## src/rtl/pt_rx_decoder_if.sv

```systemverilog
// PT2262 receive bundle: serial line in, decoded word and strobes out.
// master = line driver / word consumer, slave = decoder.
interface pt_rx_decoder_if;
  logic        din;
  logic [23:0] code;
  logic        valid;
  logic        err;

  modport master (
    output din,
    input  code,
    input  valid,
    input  err
  );

  modport slave (
    input  din,
    output code,
    output valid,
    output err
  );
endinterface

```

## src/rtl/pt_rx_decoder.sv

```systemverilog
// PT2262 tri-state word receiver: pulse-width decode, double-word validate.
// Ports: clk, reset (sync, active low), bus.din in; bus.code/valid/err out.
module pt_rx_decoder #(
  parameter int ALPHA = 16,
  parameter int CW    = $clog2(64*ALPHA)+1
) (
  input  logic             clk,
  input  logic             reset,
  pt_rx_decoder_if.slave   bus
);

  typedef enum logic [2:0] {
    SEEK, ARMED, HIGH, LOW, WORD
  } state_t;

  typedef enum logic [1:0] {
    C_BAD, C_SHORT, C_LONG
  } cls_t;

  localparam logic [CW-1:0] W2   = CW'(2*ALPHA);
  localparam logic [CW-1:0] W8   = CW'(8*ALPHA);
  localparam logic [CW-1:0] W16  = CW'(16*ALPHA);
  localparam logic [CW-1:0] W64  = CW'(64*ALPHA);
  localparam logic [CW-1:0] CMAX = '1;

  logic          s1_q, ds_q, dsp_q;
  logic [CW-1:0] cnt_q, cnt_d;
  state_t        state_q, state_d;
  logic [4:0]    idx_q, idx_d;
  cls_t          hcls_q, hcls_d;
  logic          hb_q, hb_d;
  logic [23:0]   word_q, word_d;
  logic [23:0]   prev_word_q, prev_word_d;
  logic          prev_ok_q, prev_ok_d;
  logic [23:0]   code_q, code_d;
  logic          valid_q, valid_d;
  logic          err_q, err_d;

  logic rise, fall, sync_ev, lo_to;
  logic half, pulse_ok, fail;
  cls_t cur_cls;

  function automatic cls_t classify(logic [CW-1:0] w);
    cls_t c;
    c = C_BAD;
    unique case (1'b1)
      (w >= W2 && w < W8):  c = C_SHORT;
      (w >= W8 && w < W16): c = C_LONG;
      default:              c = C_BAD;
    endcase
    return c;
  endfunction

  assign rise = ds_q & ~dsp_q;
  assign fall = ~ds_q & dsp_q;

  // cnt only passes each value once per steady low, so these fire once.
  assign sync_ev = ~ds_q & ~fall & (cnt_q == W64);
  assign lo_to   = ~ds_q & ~fall & (cnt_q == W16);

  assign cur_cls  = classify(cnt_q);
  assign half     = (hcls_q == C_LONG);
  assign pulse_ok =
    (hcls_q == C_SHORT && cur_cls == C_LONG) ||
    (hcls_q == C_LONG  && cur_cls == C_SHORT);

  always_comb begin
    cnt_d = cnt_q;
    if (rise | fall)
      cnt_d = CW'(1);
    else if (cnt_q != CMAX)
      cnt_d = cnt_q + CW'(1);
  end

  always_comb begin
    state_d     = state_q;
    idx_d       = idx_q;
    hcls_d      = hcls_q;
    hb_d        = hb_q;
    word_d      = word_q;
    prev_word_d = prev_word_q;
    prev_ok_d   = prev_ok_q;
    code_d      = code_q;
    valid_d     = 1'b0;
    err_d       = 1'b0;
    fail        = 1'b0;
    unique case (state_q)
      SEEK: begin
        if (sync_ev) begin
          state_d = ARMED;
          idx_d   = '0;
        end
      end
      ARMED: begin
        if (rise) state_d = HIGH;
      end
      HIGH: begin
        if (fall) begin
          hcls_d = cur_cls;
          if (cur_cls == C_BAD)
            fail = 1'b1;
          else if (idx_q == 5'd24) begin
            if (cur_cls == C_SHORT)
              state_d = WORD;
            else
              fail = 1'b1;
          end else
            state_d = LOW;
        end
      end
      LOW: begin
        if (rise) begin
          // second half of a symbol: "ba" has no meaning
          if (!pulse_ok || (idx_q[0] && hb_q && !half))
            fail = 1'b1;
          else begin
            hb_d    = half;
            idx_d   = idx_q + 5'd1;
            state_d = HIGH;
            if (idx_q[0])
              word_d[{idx_q[4:1], 1'b0} +: 2] = {hb_q, half};
          end
        end else if (lo_to)
          fail = 1'b1;
      end
      WORD: begin
        if (rise)
          fail = 1'b1;
        else if (sync_ev) begin
          if (prev_ok_q && word_q == prev_word_q) begin
            code_d  = word_q;
            valid_d = 1'b1;
          end
          prev_word_d = word_q;
          prev_ok_d   = 1'b1;
          state_d     = ARMED;
          idx_d       = '0;
        end
      end
      default: state_d = SEEK;
    endcase
    if (fail) begin
      err_d     = 1'b1;
      prev_ok_d = 1'b0;
      state_d   = SEEK;
    end
  end

  always_ff @(posedge clk) begin
    if (!reset) begin
      s1_q        <= 1'b0;
      ds_q        <= 1'b0;
      dsp_q       <= 1'b0;
      cnt_q       <= '0;
      state_q     <= SEEK;
      idx_q       <= '0;
      hcls_q      <= C_BAD;
      hb_q        <= 1'b0;
      word_q      <= '0;
      prev_word_q <= '0;
      prev_ok_q   <= 1'b0;
      code_q      <= '0;
      valid_q     <= 1'b0;
      err_q       <= 1'b0;
    end else begin
      s1_q        <= bus.din;
      ds_q        <= s1_q;
      dsp_q       <= ds_q;
      cnt_q       <= cnt_d;
      state_q     <= state_d;
      idx_q       <= idx_d;
      hcls_q      <= hcls_d;
      hb_q        <= hb_d;
      word_q      <= word_d;
      prev_word_q <= prev_word_d;
      prev_ok_q   <= prev_ok_d;
      code_q      <= code_d;
      valid_q     <= valid_d;
      err_q       <= err_d;
    end
  end

  assign bus.code  = code_q;
  assign bus.valid = valid_q;
  assign bus.err   = err_q;

endmodule

```

## src/flat_wrapper.sv

```systemverilog
// flat-port wrapper written by rule: the top's interface ports become plain ports
module pt_rx_decoder_flat 
#(
  parameter int ALPHA = 16,
  parameter int CW    = $clog2(64*ALPHA)+1
)
  (clk, reset, bus_din, bus_code, bus_valid, bus_err);
  pt_rx_decoder_if bus_i ();
  input  logic clk;
  input  logic reset;
  input wire logic [$bits(bus_i.din)-1:0] bus_din;
  output wire logic [$bits(bus_i.code)-1:0] bus_code;
  output wire logic [$bits(bus_i.valid)-1:0] bus_valid;
  output wire logic [$bits(bus_i.err)-1:0] bus_err;
  assign bus_i.din = bus_din;
  assign bus_code = bus_i.code;
  assign bus_valid = bus_i.valid;
  assign bus_err = bus_i.err;
  pt_rx_decoder #(.ALPHA(ALPHA), .CW(CW)) u_core (.clk(clk), .reset(reset), .bus(bus_i));
endmodule
```

## config.mk

```make
export PLATFORM = sky130hd
export DESIGN_NAME = pt_rx_decoder_flat
export DESIGN_NICKNAME = d
export VERILOG_FILES = /design/src/rtl/pt_rx_decoder_if.sv /design/src/rtl/pt_rx_decoder.sv /design/src/flat_wrapper.sv
export SDC_FILE = /design/constraint.sdc
export NUM_CORES = 1
export LEC_CHECK = 0
export CAP_MARGIN = 15
export CORE_MARGIN = 2
export CORE_UTILIZATION = 29
export DETAILED_ROUTE_END_ITERATION = 10
export SYNTH_ARGS = -nofsm -noshare
export SYNTH_HDL_FRONTEND = slang
export SYNTH_SLANG_ARGS = --single-unit
```

## constraint.sdc

```tcl
create_clock -name clk -period 2.57 [get_ports clk]
set_input_delay 0.514 -clock clk [delete_from_list [all_inputs] [get_ports clk]]
set_output_delay 0.514 -clock clk [all_outputs]
set_load 0.05 [all_outputs]
```

==> flow_summary.toml <==
[setup_path]
worst-path-max-fanout = 21
arrival_ps = 2560
path_class = "reg2reg"
endpoint_kind = "flip-flop"
startpoint_type = "flip-flop"
crit_required_ps = 2800

[sta]
worst_pin_slew_ps = 533.3
layout_setup_ws_ps = 243.1
fin_skew_ps = 11.92
timing.hold.ws_ps = 436.3
fmax_mhz = 429.8
slew_violations = 0
fin_crit_ps = 2327
fin_crit_sh_pct = 90.54
hold_viol = 0
rsz0062_at_grt = "no"
slew_headroom_pct = 63.96
finalSetupTns_ps = 0
setup_violations = 0

[floorplan]
die_area_sq_um = 16950
die_h_um = 130.2
fp.dieW_um = 130.2
boundaryPins = 29
start_util_pct = 29.40
row_count = 46
coreArea_sq_um = 15710

[logic_synthesis]
yosysWarnings = 0
synth_area_sq_um = 4619
synth-main-ff-cell = "dfxtp_1"
syn-num-nets = 541
syn_area_per_cell_sq_um = 8.749
synth_seq_cells = 100
synthArstFlopShare_pct = 0
synth.largest_area_cell = "dfxtp_1"
ys_seq_area_share_pct = 43.34
synth_cell_types = 47
synth.area.top_cells = "dfxtp_1 43%, mux2i_1 11%, nand2_1 9.3%"
synth_edf_count = 0
synth_top_area_share_pct = 43.34
syn_inst = 528

[clock_tree]
root_buffer = "clkbuf_16"
postCtsSetupBuffers = 0
cts_hold_buf = 0
cts_tree = "done"
clock-sinks = 100
cts_resized = 0
cts-htree-levels = 3
clock_path_buffers = 2
path_clk_slew_ps = 70
numCtsBuffers = 9
insertion_delay_ps = 350

[run_status]
status = "finished, final reports clean"

[detailed_routing]
viasPerCell = 4.868
wl_met2_mm = 5.159
m1WireLength_mm = 5.240
routed-wl-met3_um = 543
wl_mm = 11.04
dr.max_layer_used = "met4"
route.detailed.drc = 0
ant_nets = 0
drtIter0Drc = 268
wl_per_cell_um = 14.40
route.vias.total = 3734
first_pass_iters = 4

[placement]
placed_cell_area_sq_um = 5102
place_ws_ps = 280.1
port_buffers = 28
dp_hpwl_mm = 8.063
globalplace.congestion = 0.9028

[cells_and_area]
fin_area_sq_um = 5435
multi_input_area_sq_um = 2452
regArea_sq_um = 2002
mostFrequentLayoutCell = "nand2_1"
drive_gt1_share_pct = 6.715
n_fill_cell = 1618
final_cell_mix = "115 x nand2_1, 100 x dfxtp_1, 52 x mux2i_1"
finalNetCount = 559
syn2layout_area_growth_pct = 17.66
diodes = 0

[pwr]
ir_drop_uv = 290.2
cellLeakagePower_nw = 2.250
total_power_w = 0.003149
power.density_nw_per_um2 = 579.3

[grt]
antenna_found_initial = 0
gr-usage-all-layers_pct = 13.60
grt_pass1_wl_mm = 18.11
grt_pass1_vias = 3525
overflow = 0
grt_max_degree = 30

[run]
cap_violations = 0

[worst_hold_path]
holdCritPathClass = "reg2reg"
==> power by group <==
| part | leakage (nW) | switching [W] | internal (W) | total, W |
|---|---|---|---|---|
| clock | 0.160 | 0.000623 | 0.000870 | 0.00149 |
| sequential | 0.806 | 0.0000118 | 0.00156 | 0.00157 |
| combinational | 1.28 | 0.0000571 | 0.0000296 | 0.0000868 |
| total | 2.25 | 0.000692 | 0.00246 | 0.00315 |
==> routing by layer <==
layer | track usage (%) | up-vias
met5 | 0 | -
met4 | 3.352 | 0
met3 | 3.198 | 9
met2 | 21.65 | 77
met1 | 18.64 | 1781
li1 | - | 1867
==> sequential cells by signal, summed over array words and instances (netlist names), 2 cells and up <==
register and count:
u_core.bus.code 24, u_core.prev_word_q 24, u_core.word_q 24, u_core.cnt_q 11, u_core.idx_q 5, u_core.state_q 3
u_core.hcls_q 2
==> cell type report <==
cell class                      instances  area share [%]
Multi-Input combinational cell        391           45.12
Sequential cell                       100           36.83
Timing Repair Buffer                   36           6.400
Clock buffer                            9           4.144
Tap cell                              216           4.972
Clock inverter                          7           1.980
Inverter                                8          0.5525
==> logic make-up (layout without fill, tap and decap cells) <==
kind of cell | count (synthesis) | in the layout | share of synthesized area [%]
buffers and inverters | 37 | 60 | 3.575
muxes | 52 | 52 | 11.27
adders and majority gates | 10 | 10 | 2.709
DFF | 100 | 100 | 43.34
and+or+nand+nor | 233 | 233 | 25.24
AOI/OAI and AO/OA | 65 | 65 | 7.991
xor gates and xnor gates | 31 | 31 | 5.878
==> final timing paths <==
| check | start | endpoint | slack [ps] | cells past startpoint |
|---|---|---|---|---|
| worst max-delay path | u_core.dsp_q | u_core.bus.code[16] | 240 | 8 |
| worst min-delay path | u_core.s1_q | u_core.ds_q | 440 | 1 |
| worst max register to register | u_core.dsp_q | u_core.bus.code[16] | 240 | 8 |
| worst min register to register | u_core.s1_q | u_core.ds_q | 440 | 1 |
==> cells in the mapped netlist, types with 5 or more instances <==
library cell,n
and3_1,5
inv_1,8
nand4_1,10
nand3_1,23
mux2i_1,52
dfxtp_1,100
clkbuf_1,21
a21oi_1,41
and2_1,7
nor2_1,23
o31ai_1,5
nor4_1,11
ha_1,10
nand2_1,115
xor2_1,29
o21ai_0,6
==> metrics by stage <==
stage,util (%),instances
floorplan,-,528
global placement,32.47,751
detailed placement,32.47,751
CTS,34.59,767
global route,34.59,767
finish,34.59,767
==> worst max-delay path, cell delays in order (launching register included) <==
cell and delay, ps:
dfxtp_1 340, inv_1 60, ha_1 300, nor4b_2 330, and4_1 270, nand4_1 90, or3_1 450, buf_12 220
mux2i_1 130
Power figures use the tool's default switching activity.
